**config.mk**
```make
export PLATFORM = sky130hd
export DESIGN_NAME = mem_access_unit
export DESIGN_NICKNAME = d
export VERILOG_FILES = /design/src/rtl/mem_access_unit.sv
export SDC_FILE = /design/constraint.sdc
export NUM_CORES = 1
export LEC_CHECK = 0
export BUFFER_PORTS_ARGS = -buffer_cell sky130_fd_sc_hd__buf_2
export CAP_MARGIN = 20
export CORE_MARGIN = 3
export CORE_UTILIZATION = 44
export DETAILED_ROUTE_END_ITERATION = 6
export GPL_TIMING_DRIVEN = 0
export PLACE_DENSITY = 0.87
export SYNTH_ARGS = -nofsm -noshare
export SYNTH_HDL_FRONTEND = slang
export SYNTH_SLANG_ARGS = --single-unit
```
**constraint.sdc**
```tcl
create_clock -name clk -period 5.38 [get_ports clk]
set_clock_uncertainty 0.2 [all_clocks]
set_input_delay 1.076 -clock clk [delete_from_list [all_inputs] [get_ports clk]]
set_output_delay 1.076 -clock clk [all_outputs]
set_load 0.02 [all_outputs]
```
**src/rtl/mem_access_unit.sv**
```systemverilog
// Memory-stage bus responder: issues a req/ack transaction for loads and stores,
// stalls the pipeline while outstanding, and returns aligned/extended load data.
module mem_access_unit #(
    parameter int ADDR_WIDTH     = 32,
    parameter int DATA_WIDTH     = 32,
    parameter int TIMEOUT_CYCLES = 16
) (
    input  logic                  clk,
    input  logic                  rst_n,
    input  logic                  mem_enable_in,
    input  logic                  mem_rw_in,
    input  logic                  mem_width_in,
    input  logic                  sign_extend_in,
    input  logic [ADDR_WIDTH-1:0] addr_in,
    input  logic [DATA_WIDTH-1:0] wdata_in,
    output logic                  stall_out,
    output logic [DATA_WIDTH-1:0] load_data,
    output logic                  load_valid,
    output logic                  addr_error,
    output logic                  bus_error,
    output logic                  bus_req,
    output logic                  bus_we,
    output logic [ADDR_WIDTH-1:0] bus_addr,
    output logic [3:0]            bus_be,
    output logic [DATA_WIDTH-1:0] bus_wdata,
    input  logic                  bus_ack,
    input  logic [DATA_WIDTH-1:0] bus_rdata
);
    localparam int CNT_W = (TIMEOUT_CYCLES > 2) ? $clog2(TIMEOUT_CYCLES) : 1;
    localparam logic [CNT_W-1:0] CNT_LAST = CNT_W'(TIMEOUT_CYCLES - 1);

    typedef enum logic [1:0] {IDLE, BUSY, DONE} state_t;

    state_t                state_q, state_d;
    logic                  bus_req_q, bus_req_d;
    logic                  bus_we_q, bus_we_d;
    logic [ADDR_WIDTH-1:0] bus_addr_q, bus_addr_d;
    logic [3:0]            bus_be_q, bus_be_d;
    logic [DATA_WIDTH-1:0] bus_wdata_q, bus_wdata_d;
    logic [DATA_WIDTH-1:0] load_data_q, load_data_d;
    logic                  load_valid_q, load_valid_d;
    logic                  bus_error_q, bus_error_d;
    logic [CNT_W-1:0]      cnt_q, cnt_d;
    logic                  rw_q, rw_d;
    logic                  width_q, width_d;
    logic                  sign_q, sign_d;
    logic [1:0]            off_q, off_d;
    logic                  misaligned;

    function automatic logic [DATA_WIDTH-1:0] extract_load(
        input logic [DATA_WIDTH-1:0] word,
        input logic                  is_word,
        input logic [1:0]            off,
        input logic                  sx
    );
        logic [DATA_WIDTH-1:0] shifted;
        logic [7:0]            lane;
        shifted = word >> {off, 3'b000};
        lane    = shifted[7:0];
        if (is_word)
            return word;
        return {{(DATA_WIDTH-8){sx & lane[7]}}, lane};
    endfunction

    assign misaligned = mem_enable_in & mem_width_in & (addr_in[1:0] != 2'b00);
    assign addr_error = misaligned;
    assign stall_out  = ((state_q == IDLE) & mem_enable_in & ~misaligned) | (state_q == BUSY);

    always_comb begin
        state_d      = state_q;
        bus_req_d    = bus_req_q;
        bus_we_d     = bus_we_q;
        bus_addr_d   = bus_addr_q;
        bus_be_d     = bus_be_q;
        bus_wdata_d  = bus_wdata_q;
        load_data_d  = load_data_q;
        load_valid_d = 1'b0;
        bus_error_d  = 1'b0;
        cnt_d        = cnt_q;
        rw_d         = rw_q;
        width_d      = width_q;
        sign_d       = sign_q;
        off_d        = off_q;
        case (state_q)
            IDLE: begin
                if (mem_enable_in && !misaligned) begin
                    state_d     = BUSY;
                    bus_req_d   = 1'b1;
                    bus_we_d    = mem_rw_in;
                    bus_addr_d  = {addr_in[ADDR_WIDTH-1:2], 2'b00};
                    bus_be_d    = mem_width_in ? 4'b1111 : (4'b0001 << addr_in[1:0]);
                    bus_wdata_d = mem_width_in ? wdata_in : {4{wdata_in[7:0]}};
                    rw_d        = mem_rw_in;
                    width_d     = mem_width_in;
                    sign_d      = sign_extend_in;
                    off_d       = addr_in[1:0];
                    cnt_d       = '0;
                end
            end
            BUSY: begin
                if (bus_ack) begin
                    state_d      = DONE;
                    bus_req_d    = 1'b0;
                    load_data_d  = rw_q ? '0 : extract_load(bus_rdata, width_q, off_q, sign_q);
                    load_valid_d = ~rw_q;
                end else if (cnt_q == CNT_LAST) begin
                    // Ack never arrived: abandon the transaction and report it.
                    state_d     = DONE;
                    bus_req_d   = 1'b0;
                    load_data_d = '0;
                    bus_error_d = 1'b1;
                end else begin
                    cnt_d = cnt_q + 1'b1;
                end
            end
            DONE: state_d = IDLE;
            default: state_d = IDLE;
        endcase
    end

    always_ff @(posedge clk) begin
        if (!rst_n) begin
            state_q      <= IDLE;
            bus_req_q    <= 1'b0;
            bus_we_q     <= 1'b0;
            bus_addr_q   <= '0;
            bus_be_q     <= 4'b0000;
            bus_wdata_q  <= '0;
            load_data_q  <= '0;
            load_valid_q <= 1'b0;
            bus_error_q  <= 1'b0;
            cnt_q        <= '0;
            rw_q         <= 1'b0;
            width_q      <= 1'b0;
            sign_q       <= 1'b0;
            off_q        <= 2'b00;
        end else begin
            state_q      <= state_d;
            bus_req_q    <= bus_req_d;
            bus_we_q     <= bus_we_d;
            bus_addr_q   <= bus_addr_d;
            bus_be_q     <= bus_be_d;
            bus_wdata_q  <= bus_wdata_d;
            load_data_q  <= load_data_d;
            load_valid_q <= load_valid_d;
            bus_error_q  <= bus_error_d;
            cnt_q        <= cnt_d;
            rw_q         <= rw_d;
            width_q      <= width_d;
            sign_q       <= sign_d;
            off_q        <= off_d;
        end
    end

    assign bus_req    = bus_req_q;
    assign bus_we     = bus_we_q;
    assign bus_addr   = bus_addr_q;
    assign bus_be     = bus_be_q;
    assign bus_wdata  = bus_wdata_q;
    assign load_data  = load_data_q;
    assign load_valid = load_valid_q;
    assign bus_error  = bus_error_q;

endmodule

```
==> metrics.csv <==
metric,value,unit
status,finished clean,
sw_frac_of_total,30.1,%
slew_headroom,59.7,%
ant_nets,0,
grt.total_usage,23.0,%
cts.sinks,112,
yosysUniqueCellTypes,41,
finalCoreUtilization,59.5,%
gp_congestion,0.852,
min_path_cells,2,
ys_ff_latch,112,
placed_cells,825,
layout-drive-gt1-share,35.7,%
grt_start_max_net_pins,19,
seqPwrFrac,53.3,%
yosys.area_share.adder,0.281,%
net-switching-power,0.000505,W
worstPathRequired,4.10,ns
nets,807,
cts_buffers,9,
fillCellCount,899,
port_buffers,206,
cap_violations,0,
synthSimpleGateAreaFrac,15.9,%
synth_area_per_cell,9.19,um^2
vias,4460,
synth_area,0.00446,mm^2
fmax,267,MHz
mostFrequentLayoutCells,"buf_2 (221), dfxtp_1 (112), nand2_1 (98), a21oi_1 (54), nor2_1 (37)",
synth_top_family_by_area,compound AO/OA/AOI/OAI gates,
p_leak,2.76,nW
yosysSeqAreaShare,50.3,%
synth-warning-count,0,
netlist_instances,485,
antenna_found_initial,0,
clock_path_buffers,2,
first_iter_violations,253,
syn_to_final_growth,31.0,%
synth-compound-area-share,20.4,%
finalNonFillerCells,841,
end_kind,output port,
p_clk_share,28.5,%
root_buffer,clkbuf_8,
crit_fanout,10,
reg2reg_slack,3.38,ns
rsz0062_at_grt,false,
slowest_stage,clkbuf_1,
wirelength,13400,um
final_common_cell,buf_2,
r2r-start,cnt_q[0],
combPwrFrac,18.1,%
critPathLaunchType,primary input,
multi_input_area,0.00198,mm^2
worstMarginPinSlew,0.604,ns
grt_pass1_wl,20900,um
chipHeight,107,um
cts_setup_buffers,0,
num_rows,36,
dieArea,0.0114,mm^2
ys_async_sr_fraction,0,%
synth_xor_xnor_area_share,0,%
tns,0,ns
cts_hold_buf,0,
crit_chain,buf_2 > o21ai_1 > nand2_1 > clkbuf_1 > nand2_1 > buf_2,
ios,209,
drc,0,
max_stage_delay,0.37,ns
cts_resized,0,
p_per_area,287,mW/mm^2
clkTransAtPathRegs,0.10,ns
muxShareOfSynthArea,7.64,%
min_to,sign_q,
diodes,0,
crit_arrival,2.47,ns
critPathKind,in -> out,
htree_levels,3,
synth-main-ff-cell,dfxtp_1,
via_per_inst,5.30,
die_x,107,um
coreArea,0.00982,mm^2
setup_viol,0,
hold_path.class,reg -> reg,
hold_start,sign_q,
hold_viol_final,0,
internal_power,0.00117,W
grt_pass1_vias,4282,
finalCritPeriodShare,69.6,%
synth-edff-count,0,
insertion_delay,0.36,ns
firstDrtPassIters,5,
rr_worst_depth,7,
cts_tree,built,
slew_violations,0,
fin_crit,3.74,ns
grt.overflow.total,0,
ir_worst_vdd,0.178,mV
start_util,45.4,%
hpwl,10500,um
timing.rr.end,load_data[19],
seqCellArea,0.00224,mm^2
post_drt_wl_per_cell,15.9,um
==> kinds of logic after synthesis <==
logic type / count (synthesis)
adder cells (fa/ha/maj): 1
AO/OA/AOI/OAI: 131
AND/OR/NAND/NOR: 162
flip-flops: 112
buffers and inverters: 44
multiplexers: 34
other: 1
==> stage by stage <==
stage                     power (W)  instance area [um^2]  setup WS [ns]  hold WS (ns)
final                       0.00168                  5840           1.64         0.259
after global placement      0.00121                  5660           1.65         0.240
after global routing        0.00175                  5840           1.48         0.275
after detailed placement    0.00122                  5660           1.62         0.244
after CTS                   0.00169                  5840           1.61         0.262
after floorplan             0.00109                  4460           2.15         0.232
==> flip-flops by register name (all words and copies together), names as in the netlist <==
signal	cells
bus_addr	30
bus_be	4
bus_error	1
bus_req	1
bus_wdata	32
cnt_q	4
load_data	32
load_valid	1
off_q	2
rw_q	1
sign_q	1
state_q	2
width_q	1
==> power groups by stage <==
stage | logic, W | registers (W) | clock network [W]
global route | 0.000330 | 0.000900 | 0.000522
detailed placement | 0.000304 | 0.000913 | 0
floorplan | 0.000130 | 0.000960 | 0
global placement | 0.000296 | 0.000911 | 0
CTS | 0.000305 | 0.000894 | 0.000492
finish | 0.000304 | 0.000895 | 0.000479
==> worst max-delay path: cells and delay by family <==
kind | cells | cell delay, ns
buffers and inverters | 3 | 0.69
AND/OR/NAND/NOR | 2 | 0.43
AO/OA/AOI/OAI | 1 | 0.26
==> how the worst max path moves through the flow <==
stage	startpoint	slack (ns)	endpoint	cells past startpoint
floorplan	mem_width_in	2.15	addr_error	4
global placement	addr_in[1]	1.65	stall_out	6
detailed placement	addr_in[1]	1.62	stall_out	6
CTS	addr_in[1]	1.61	stall_out	6
global route	addr_in[1]	1.48	stall_out	6
finish	addr_in[1]	1.64	stall_out	6
==> cells in the mapped netlist, drive strengths merged, types with 3 or more instances <==
library cell,instances,area share (%)
inv,5,0.42
a211oi,25,4.2
nand2,98,8.3
a221o,24,5.4
clkbuf,13,1.1
nor3,3,0.59
o2bb2ai,8,1.6
nor2,37,3.1
a21oi,54,6.1
mux2i,34,7.6
buf,26,3.9
o21ai,11,1.2
dfxtp,112,50
nand2b,10,1.6
==> layer usage <==
metal	routed length [um]	global-route usage [%]
met5	0	0
met4	234	6.39
met3	1130	5.24
met2	6600	41.2
met1	5430	27.5
==> final cells by class <==
cell class | count | share of cell area [%]
plain buffers | 39 | 3.79
inverters | 5 | 0.321
clock inverters | 5 | 0.664
flip-flops and latches | 112 | 38.4
repair buffers | 206 | 17.7
clock buffers | 11 | 2.42
well taps | 133 | 2.85
multi-input cells | 330 | 33.9
Note: power is estimated with default switching activity, not from simulation.
